## src/rtl/nonce_batch_scheduler_if.sv

```systemverilog
// Engine-side link of the nonce batch scheduler: one-cycle launch plus a per-lane result stream.
interface nonce_batch_scheduler_if #(
  parameter int IDXW = 4
);
  // Handshake: eng_start is a one-cycle launch; eng_nonce_base holds from launch until eng_done.
  // Results are valid-only (no ready): every cycle with eng_res_valid high carries one lane result that
  // the scheduler must take; eng_done ends the batch and may coincide with the last result.
  logic            eng_start;
  logic [31:0]     eng_nonce_base;
  logic            eng_res_valid;
  logic [IDXW-1:0] eng_res_idx;
  logic [31:0]     eng_res_h0;
  logic            eng_done;

  modport master (
    output eng_start, eng_nonce_base,
    input  eng_res_valid, eng_res_idx, eng_res_h0, eng_done
  );

  modport slave (
    input  eng_start, eng_nonce_base,
    output eng_res_valid, eng_res_idx, eng_res_h0, eng_done
  );
endinterface

```

## src/rtl/nonce_batch_scheduler.sv

```systemverilog
// Drives the parallel SHA-256 nonce engine batch after batch, keeping the lowest h0 at or under target.
module nonce_batch_scheduler #(
  parameter int NONCES = 16,
  parameter int IDXW   = 4
) (
  input  logic        clk,
  input  logic        reset_n,
  input  logic        start,
  input  logic        abort,
  input  logic [31:0] cfg_nonce_start,
  input  logic [31:0] cfg_target,
  input  logic [15:0] cfg_max_batches,
  input  logic        cfg_stop_on_find,
  output logic        busy,
  output logic        done,
  output logic        found,
  output logic [31:0] best_nonce,
  output logic [31:0] best_h0,
  output logic [15:0] batches_run,
  output logic [2:0]  dbg_state,
  nonce_batch_scheduler_if.master eng
);
  localparam logic [2:0] S_IDLE   = 3'd0;
  localparam logic [2:0] S_LAUNCH = 3'd1;
  localparam logic [2:0] S_WAIT   = 3'd2;
  localparam logic [2:0] S_NEXT   = 3'd3;
  localparam logic [2:0] S_REPORT = 3'd4;

  logic [2:0]  state;
  logic [31:0] target_q;
  logic [15:0] max_q;
  logic        stop_q;
  logic        abort_q;
  logic        lane_ok;
  logic        hit;
  logic        last_batch;
  logic [31:0] cand;
  logic [16:0] batches_inc;

  generate
    if (NONCES >= (1 << IDXW)) begin : g_full_idx
      assign lane_ok = 1'b1;
    end else begin : g_part_idx
      assign lane_ok = ({1'b0, eng.eng_res_idx} < (IDXW+1)'(NONCES));
    end
  endgenerate

  assign cand        = eng.eng_nonce_base + 32'(eng.eng_res_idx);
  // Strict less-than against the current best keeps the earlier result on ties.
  assign hit         = (state == S_WAIT) && eng.eng_res_valid && lane_ok &&
                       (eng.eng_res_h0 <= target_q) && (!found || (eng.eng_res_h0 < best_h0));
  assign batches_inc = {1'b0, batches_run} + 17'd1;
  assign last_batch  = abort_q || abort || (stop_q && found) ||
                       ((max_q != 16'd0) && (batches_inc == {1'b0, max_q}));
  assign dbg_state   = state;

  always_ff @(posedge clk or negedge reset_n) begin
    if (!reset_n) begin
      state              <= S_IDLE;
      busy               <= 1'b0;
      done               <= 1'b0;
      found              <= 1'b0;
      best_nonce         <= 32'd0;
      best_h0            <= 32'hFFFF_FFFF;
      batches_run        <= 16'd0;
      eng.eng_start      <= 1'b0;
      eng.eng_nonce_base <= 32'd0;
      target_q           <= 32'd0;
      max_q              <= 16'd0;
      stop_q             <= 1'b0;
      abort_q            <= 1'b0;
    end else begin
      done          <= 1'b0;
      eng.eng_start <= 1'b0;
      if ((state != S_IDLE) && abort) abort_q <= 1'b1;
      case (state)
        S_IDLE: begin
          if (start) begin
            target_q           <= cfg_target;
            max_q              <= cfg_max_batches;
            stop_q             <= cfg_stop_on_find;
            abort_q            <= 1'b0;
            eng.eng_nonce_base <= cfg_nonce_start;
            found              <= 1'b0;
            batches_run        <= 16'd0;
            best_h0            <= 32'hFFFF_FFFF;
            busy               <= 1'b1;
            state              <= S_LAUNCH;
          end
        end
        S_LAUNCH: begin
          eng.eng_start <= 1'b1;
          state         <= S_WAIT;
        end
        S_WAIT: begin
          if (hit) begin
            best_h0    <= eng.eng_res_h0;
            best_nonce <= cand;
            found      <= 1'b1;
          end
          if (eng.eng_done) state <= S_NEXT;
        end
        S_NEXT: begin
          if (batches_run != 16'hFFFF) batches_run <= batches_run + 16'd1;
          // Relaunch straight from here so the engine sees its next start two cycles after done.
          if (last_batch) begin
            done  <= 1'b1;
            state <= S_REPORT;
          end else begin
            eng.eng_nonce_base <= eng.eng_nonce_base + 32'(NONCES);
            eng.eng_start      <= 1'b1;
            state              <= S_WAIT;
          end
        end
        S_REPORT: begin
          busy  <= 1'b0;
          state <= S_IDLE;
        end
        default: state <= S_IDLE;
      endcase
    end
  end
endmodule

```

## src/flat_wrapper.sv

```systemverilog
// flat-port wrapper written by rule: the top's interface ports become plain ports
module nonce_batch_scheduler_flat 
#(
  parameter int NONCES = 16,
  parameter int IDXW   = 4
)
  (clk, reset_n, start, abort, cfg_nonce_start, cfg_target, cfg_max_batches, cfg_stop_on_find, busy, done, found, best_nonce, best_h0, batches_run, dbg_state, eng_eng_start, eng_eng_nonce_base, eng_eng_res_valid, eng_eng_res_idx, eng_eng_res_h0, eng_eng_done);
  nonce_batch_scheduler_if #(.IDXW(IDXW)) eng_i ();
  input  logic clk;
  input  logic reset_n;
  input  logic start;
  input  logic abort;
  input  logic [31:0] cfg_nonce_start;
  input  logic [31:0] cfg_target;
  input  logic [15:0] cfg_max_batches;
  input  logic cfg_stop_on_find;
  output logic busy;
  output logic done;
  output logic found;
  output logic [31:0] best_nonce;
  output logic [31:0] best_h0;
  output logic [15:0] batches_run;
  output logic [2:0] dbg_state;
  output wire logic [$bits(eng_i.eng_start)-1:0] eng_eng_start;
  output wire logic [$bits(eng_i.eng_nonce_base)-1:0] eng_eng_nonce_base;
  input wire logic [$bits(eng_i.eng_res_valid)-1:0] eng_eng_res_valid;
  input wire logic [$bits(eng_i.eng_res_idx)-1:0] eng_eng_res_idx;
  input wire logic [$bits(eng_i.eng_res_h0)-1:0] eng_eng_res_h0;
  input wire logic [$bits(eng_i.eng_done)-1:0] eng_eng_done;
  assign eng_eng_start = eng_i.eng_start;
  assign eng_eng_nonce_base = eng_i.eng_nonce_base;
  assign eng_i.eng_res_valid = eng_eng_res_valid;
  assign eng_i.eng_res_idx = eng_eng_res_idx;
  assign eng_i.eng_res_h0 = eng_eng_res_h0;
  assign eng_i.eng_done = eng_eng_done;
  nonce_batch_scheduler #(.NONCES(NONCES), .IDXW(IDXW)) u_core (.clk(clk), .reset_n(reset_n), .start(start), .abort(abort), .cfg_nonce_start(cfg_nonce_start), .cfg_target(cfg_target), .cfg_max_batches(cfg_max_batches), .cfg_stop_on_find(cfg_stop_on_find), .busy(busy), .done(done), .found(found), .best_nonce(best_nonce), .best_h0(best_h0), .batches_run(batches_run), .dbg_state(dbg_state), .eng(eng_i));
endmodule
```

## config.mk

```make
export PLATFORM = sky130hd
export DESIGN_NAME = nonce_batch_scheduler_flat
export DESIGN_NICKNAME = d
export VERILOG_FILES = /design/src/rtl/nonce_batch_scheduler_if.sv /design/src/rtl/nonce_batch_scheduler.sv /design/src/flat_wrapper.sv
export SDC_FILE = /design/constraint.sdc
export NUM_CORES = 1
export LEC_CHECK = 0
export BUFFER_PORTS_ARGS = -buffer_cell sky130_fd_sc_hd__clkbuf_2
export CORE_MARGIN = 10
export CORE_UTILIZATION = 47
export CTS_CLUSTER_SIZE = 28
export DETAILED_ROUTE_END_ITERATION = 8
export GPL_TIMING_DRIVEN = 0
export PLACE_DENSITY = 0.68
export SYNTH_ARGS = -nofsm -noshare
export SYNTH_HDL_FRONTEND = slang
export SYNTH_SLANG_ARGS = --single-unit
```

## constraint.sdc

```tcl
create_clock -name clk -period 5.1 [get_ports clk]
set_input_delay 0.51 -clock clk [delete_from_list [all_inputs] [get_ports clk]]
set_output_delay 0.51 -clock clk [all_outputs]
set_load 0.05 [all_outputs]
```

Word level (Yosys, flattened, before mapping):

Cells that the tools add are included.

* memories: 0
* latch bits: 0
* bits of input ports: 123
* word-level logic and storage cells: 79
* ROM bits: 0
* register bits after elaboration: 169
* memory bits (writable): 0

* add/subtract/negate cells: 4
* bitwise gates (word level): 0
* shift operators: 0
* magnitude comparators: 2
* divide/modulo/power cells: 0
* equal/unequal tests: 11
* multipliers: 0
* reductions and logical operators: 24
* mux-type cells: 25

Operators by type and width (count)
* 32-bit 2-to-1 mux: 4
* 32-bit one-hot mux with 2 select lines: 2
* 32-bit by 4-bit adder with 32-bit output: 1
* 32-bit by 5-bit adder with 32-bit output (second input constant): 1
* 32-bit less-or-equal comparator: 1
* 32-bit less-than comparator: 1
* 16-bit 2-to-1 mux: 2
* 16-bit one-hot mux with 2 select lines: 1
* 16-bit by 1-bit adder with 17-bit output (second input constant): 1
* 17-bit by 16-bit == test with 1-bit output: 1
* 16-bit by 1-bit adder with 16-bit output (second input constant): 1
* 16-bit inequality test (second input constant): 1
* 16-bit nonzero test: 1
* 3-bit one-hot mux with 4 select lines: 1
* 1-bit 2-to-1 mux: 9
* 3-bit 2-to-1 mux: 3
* 3-bit AND reduction: 3
* 2-bit AND reduction: 4
* 3-bit by 2-bit == test with 1-bit output (second input constant): 2
* 1-bit logical AND: 6
* 2-bit inequality test (second input constant): 3
* 1-bit one-hot mux with 2 select lines: 3
* 2-bit nonzero test: 3
* 1-bit logical OR: 4
* other kinds (6): 7

Depth between registers and ports, before layout:

* depth after elaboration: 6
* gate-level depth with buffers: 12
* mapped depth without buffers: 10

Worst setup path before layout:

Ideal clock, no wire load.

* kind: flip-flop to flip-flop
* from: register u_core.batches_run[0]
* to: register u_core.eng.eng_nonce_base[30]
* slack: 1.794 ns
* library setup time: 0.120 ns
* data arrival time: 3.186 ns
* stages on the path, launching flop included: 11
* path through: dfrtp_1 > ha_1 > nand4_2 > nor3_1 > xnor2_1 > or4_1 > or4_1 > buf_6 > nand4_1 > o21ai_0 > a31o_2

* word-level cells in the longest chain between the ends: 6

RTL lines
* from (decl): line nonce_batch_scheduler.sv:19 `output logic [15:0] batches_run,`
* from (signal assigned): line nonce_batch_scheduler.sv:104 `if (batches_run != 16'hFFFF) batches_run <= batches_run + 16'd1;`
* 16-bit by 1-bit adder with 17-bit output: line nonce_batch_scheduler.sv:52 `assign batches_inc = {1'b0, batches_run} + 17'd1;`
* 17-bit by 16-bit == test with 1-bit output: line nonce_batch_scheduler.sv:54 `((max_q != 16'd0) && (batches_inc == {1'b0, max_q}));`
* 1-bit logical AND: line nonce_batch_scheduler.sv:54
* 1-bit logical OR: line nonce_batch_scheduler.sv:53 `assign last_batch = abort_q || abort || (stop_q && found) ||`
* 2-bit inequality test (no line)
* 3-bit AND reduction (no line)
* to (signal assigned): line nonce_batch_scheduler.sv:83 `eng.eng_nonce_base <= cfg_nonce_start;`
* to (signal assigned): line nonce_batch_scheduler.sv:110 `eng.eng_nonce_base <= eng.eng_nonce_base + 32'(NONCES);`
* to (decl): line nonce_batch_scheduler_if.sv:16 `output eng_start, eng_nonce_base,`

Every way passes these cells.
A chain may end at the register's enable or synchronous reset.

Worst setup path after layout:

* from: register u_core.target_q[31]
* to: register u_core.best_h0[28]

* word-level cells in the longest chain between the ends: 5

RTL lines
* from (decl): line nonce_batch_scheduler.sv:30 `logic [31:0] target_q;`
* from (signal assigned): line nonce_batch_scheduler.sv:79 `target_q <= cfg_target;`
* 32-bit less-or-equal comparator: line nonce_batch_scheduler.sv:51 `(eng.eng_res_h0 <= target_q) && (!found || (eng.eng_res_h0 < best_h0));`
* 1-bit logical AND: line nonce_batch_scheduler.sv:50 `assign hit = (state == S_WAIT) && eng.eng_res_valid && lane_ok &&`
* 1-bit logical AND: line nonce_batch_scheduler.sv:51
* 2-bit by 1-bit inequality test with 1-bit output (no line)
* 3-bit AND reduction (no line)
* to (signal assigned): line nonce_batch_scheduler.sv:97 `best_h0 <= eng.eng_res_h0;`
* to (decl): line nonce_batch_scheduler.sv:18 `output logic [31:0] best_h0,`

Every way passes these cells.

==> impl.org <==
** Global route
- Global routing used 22.94% of the available tracks across all layers.
- The initial antenna violation count came to 2.
- Summed over all layers, the global routing overflow is 0.
- The first global-routing pass estimated 49.42 mm of wire.
- Entering global routing, the biggest net connects 95 pins.
- Vias in the first global route :: 9259

** Floorplanning
- Vertical die dimension :: 165.4 um
- Initial core utilization :: 47.55%
- Die Outline Area :: 27350 um2
- FP Rows :: 53
- Top Ports :: 242
- Die X :: 165.4 um
- Core region area :: 20890 um2

** Finish
- At the end of the flow the core is filled with cells to 57.84%.
- Fill cell total of the finished layout :: 1949
- Net count reported at finish :: 1523
- The area growth from synthesis to layout is 21.65%.
- Number of cells in the finished layout apart from fillers :: 1620
- Share of final-layout standard cells stronger than drive strength 1 :: 28.97%

** Synthesis
- By count the netlist is led by nand2_1, dfrtp_1, inv_1, o21ai_0, ha_1.
- Number of synthesized register bits :: 169
- By area the synthesized netlist is led by dfrtp_1, ha_1, dfstp_2.
- The cell area that synthesis handed to floorplanning was 9932 um2.
- During synthesis, Yosys emitted a total of 0 warnings.
- Counting flops with an async set or reset pin after synthesis yields a share of 100.0%.
- Summed over its instances, the top area cell type makes up 34.52% of the synthesized netlist area.
- A synthesized cell averages 9.291 um2.
- Summing the sequential cell areas from Yosys gives 42.98% of the chip area.
- Number of nets in the synthesized netlist :: 1262
- Yosys mapped a number of flops with a built-in enable equal to 0.
- Synth Flop Type :: dfrtp_1
- Area leader, netlist :: dfrtp_1
- nand2_1 is the most common cell in the netlist.
- Library cells used by synthesis :: 69
- Cell count after synthesis :: 1069

** Clocking
- Reg clk slew, reported paths :: 0.07 ns
- Counting every sink on the clock net gives 169.
- TritonCTS created 17 clock buffers.
- CTS tree :: built
- Clock tree synthesis selected as its root buffer the cell clkbuf_16.
- Clock Tree Buf Depth :: 2
- The number of gates resized after CTS was 0.
- Once the clock tree was built, the setup fixing pass inserted 0 buffers.
- Number of buffers inserted for hold repair after clock tree synthesis :: 0
- Clock latency on the worst-skew pair, taken at its later pin, is 0.44 ns.
- The H-tree was split into 4 levels.

** Worst setup path
- Biggest cell delay along the critical path :: 0.61 ns
- Tracing the worst setup path back leads to its startpoint at u_core.target_q[31].
- The worst setup path is launched from a flip-flop.
- For the worst setup path, the data required time is 5.46 ns.
- R2R Path Start :: u_core.target_q[31]
- STA classifies the critical path endpoint as a flip-flop.
- The critical path in this run is classified as flip-flop to flip-flop.
- In this run the worst path has a maximum fanout of 10.
- The kind of cell with the highest combined delay along the critical path is buffers and inverters.
- Traced cell by cell, the critical path runs through inv_1, ha_1, nand4_1, nor3_1, nand4_1, a31oi_1, a2111oi_0, o211ai_1, clkbuf_1, clkbuf_1, mux2_2.
- Counting both buffers and inverters, the worst setup path holds a total of 3.
- Data arrival time of the worst path :: 4.34 ns
- Library cell contributing the largest single delay on the critical path :: clkbuf_1

** Detailed routing
- Count of TritonRoute iterations in the first routing pass :: 5
- DRC Markers :: 0
- DRT iter0 DRCs :: 688
- Antenna-violating nets left :: 0
- The routed design has 31.43 mm of wire.
- After detailed routing, the average wire length per cell comes to 19.40 um.
- After detailed routing, the number of vias per cell comes to 5.573.
- Number of vias in the routed layout :: 9028

** Timing
- Counting I/O delays and the setup requirement, the final critical path takes 3.981 ns.
- Final setup viols :: 0
- The number of failing hold endpoints at the final stage was 0.
- Slew at the pin with the worst max-slew slack :: 0.9140 ns
- For the final database, setup skew stands at 0.01654 ns.
- Max Slew Vio Count :: 0
- Of the available clock period, the critical path in the final layout requires 78.06%.
- Adding up every negative setup slack in the final design gives 0 ns.
- On the final layout, the worst hold slack is 0.08446 ns.
- Fmax :: 251.2 MHz
- Max_slew headroom :: 38.50%
- Setup repair after global routing missed its margin :: false

** Job
- MaxCap Viol Count :: 0

** Placement
- Routability-driven placement congestion ratio :: 0.9007
- Detailed placement finished with a half-perimeter wire length of 24.00 mm.
- Total instance count after detailed placement :: 1586
- Port buffering added 241 buffers.

** Run status
- The run finished with clean final reports.

** Power
- Final Total Pwr :: 8.101 mW
- Leakage component of the power :: 5.897 nW
- IR analysis of the VDD net gives a maximum drop of 411.2 uV.
- In this run the power density over the cells is 670.4 nW/um2.

** Min path
- Worst min-delay path class :: input port to asynchronous set/reset pin
-- registers in the layout, summed over array words and instances (netlist names) --
name	flops
u_core.stop_q	1
u_core.done	1
u_core.best_nonce	32
u_core.dbg_state	3
u_core.eng.eng_start	1
u_core.abort_q	1
u_core.best_h0	32
u_core.target_q	32
u_core.batches_run	16
u_core.busy	1
u_core.found	1
u_core.max_q	16
u_core.eng.eng_nonce_base	32
-- cells in the final DEF, fill, tap and decap left out, types with 32 or more instances in the layout --
cell type | netlist | final
clkbuf_2 | 0 | 240
nand2_1 | 198 | 198
dfrtp_1 | 137 | 137
inv_1 | 76 | 76
o21ai_0 | 76 | 76
ha_1 | 69 | 69
mux2_2 | 61 | 61
nor2_1 | 49 | 49
clkbuf_1 | 42 | 42
a21oi_1 | 39 | 39
nand3_1 | 37 | 37
dfstp_2 | 32 | 32
-- power breakdown --
part | total (mW) | switching, mW | internal [mW] | leakage [nW]
registers | 2.49 | 0.485 | 2.00 | 2.03
logic | 4.35 | 3.02 | 1.33 | 3.61
clock network | 1.26 | 0.616 | 0.644 | 0.262
-- routing by layer --
metal  wire [um]  part of all wire, %  GRT usage [%]
met5          20                0.064              0
met4         717                  2.3          7.103
met3        2610                  8.3          5.702
met2       14800                   47          37.32
met1       13280                   42          29.52
-- worst paths after layout --
kind	endpoint	slack (ns)	cells after the start
max in group asynchronous	u_core.batches_run[11]	4.10	2
min reg2reg	u_core.stop_q	0.48	2
min in group clk	u_core.max_q[13]	0.26	3
min	u_core.target_q[9]	0.08	1
max reg2reg	u_core.best_h0[28]	1.12	11
max	u_core.best_h0[28]	1.12	11
-- metrics by stage --
step	setup slack (ns)	cell area, um2
floorplan	1.794	9932
global placement	0.2899	11480
CTS	1.052	12080
detailed placement	0.7827	11520
global route	0.8610	12080
finish	1.119	12080
-- cell families after synthesis --
kind of cell	share of synthesized area, %
and+or+nand+nor	17.71
AOI/OAI and AO/OA	13.48
DFF	42.98
buffers and inverters	5.228
adders and majority gates	8.894
muxes	7.319
xor gates and xnor gates	4.384
-- layout make-up --
cell class / count / area (um2) / area share (%)
Clock inverter: 15 / 133.9 / 1.108
Antenna cell: 2 / 5.005 / 0.04142
Multi-Input combinational cell: 771 / 5144 / 42.57
Buffer: 53 / 234.0 / 1.936
Tap cell: 275 / 344.1 / 2.848
Timing Repair Buffer: 242 / 1242 / 10.28
Clock buffer: 17 / 425.4 / 3.521
Sequential cell: 169 / 4269 / 35.33
Inverter: 76 / 285.3 / 2.361
No activity file was read; power rests on OpenSTA's default activity.
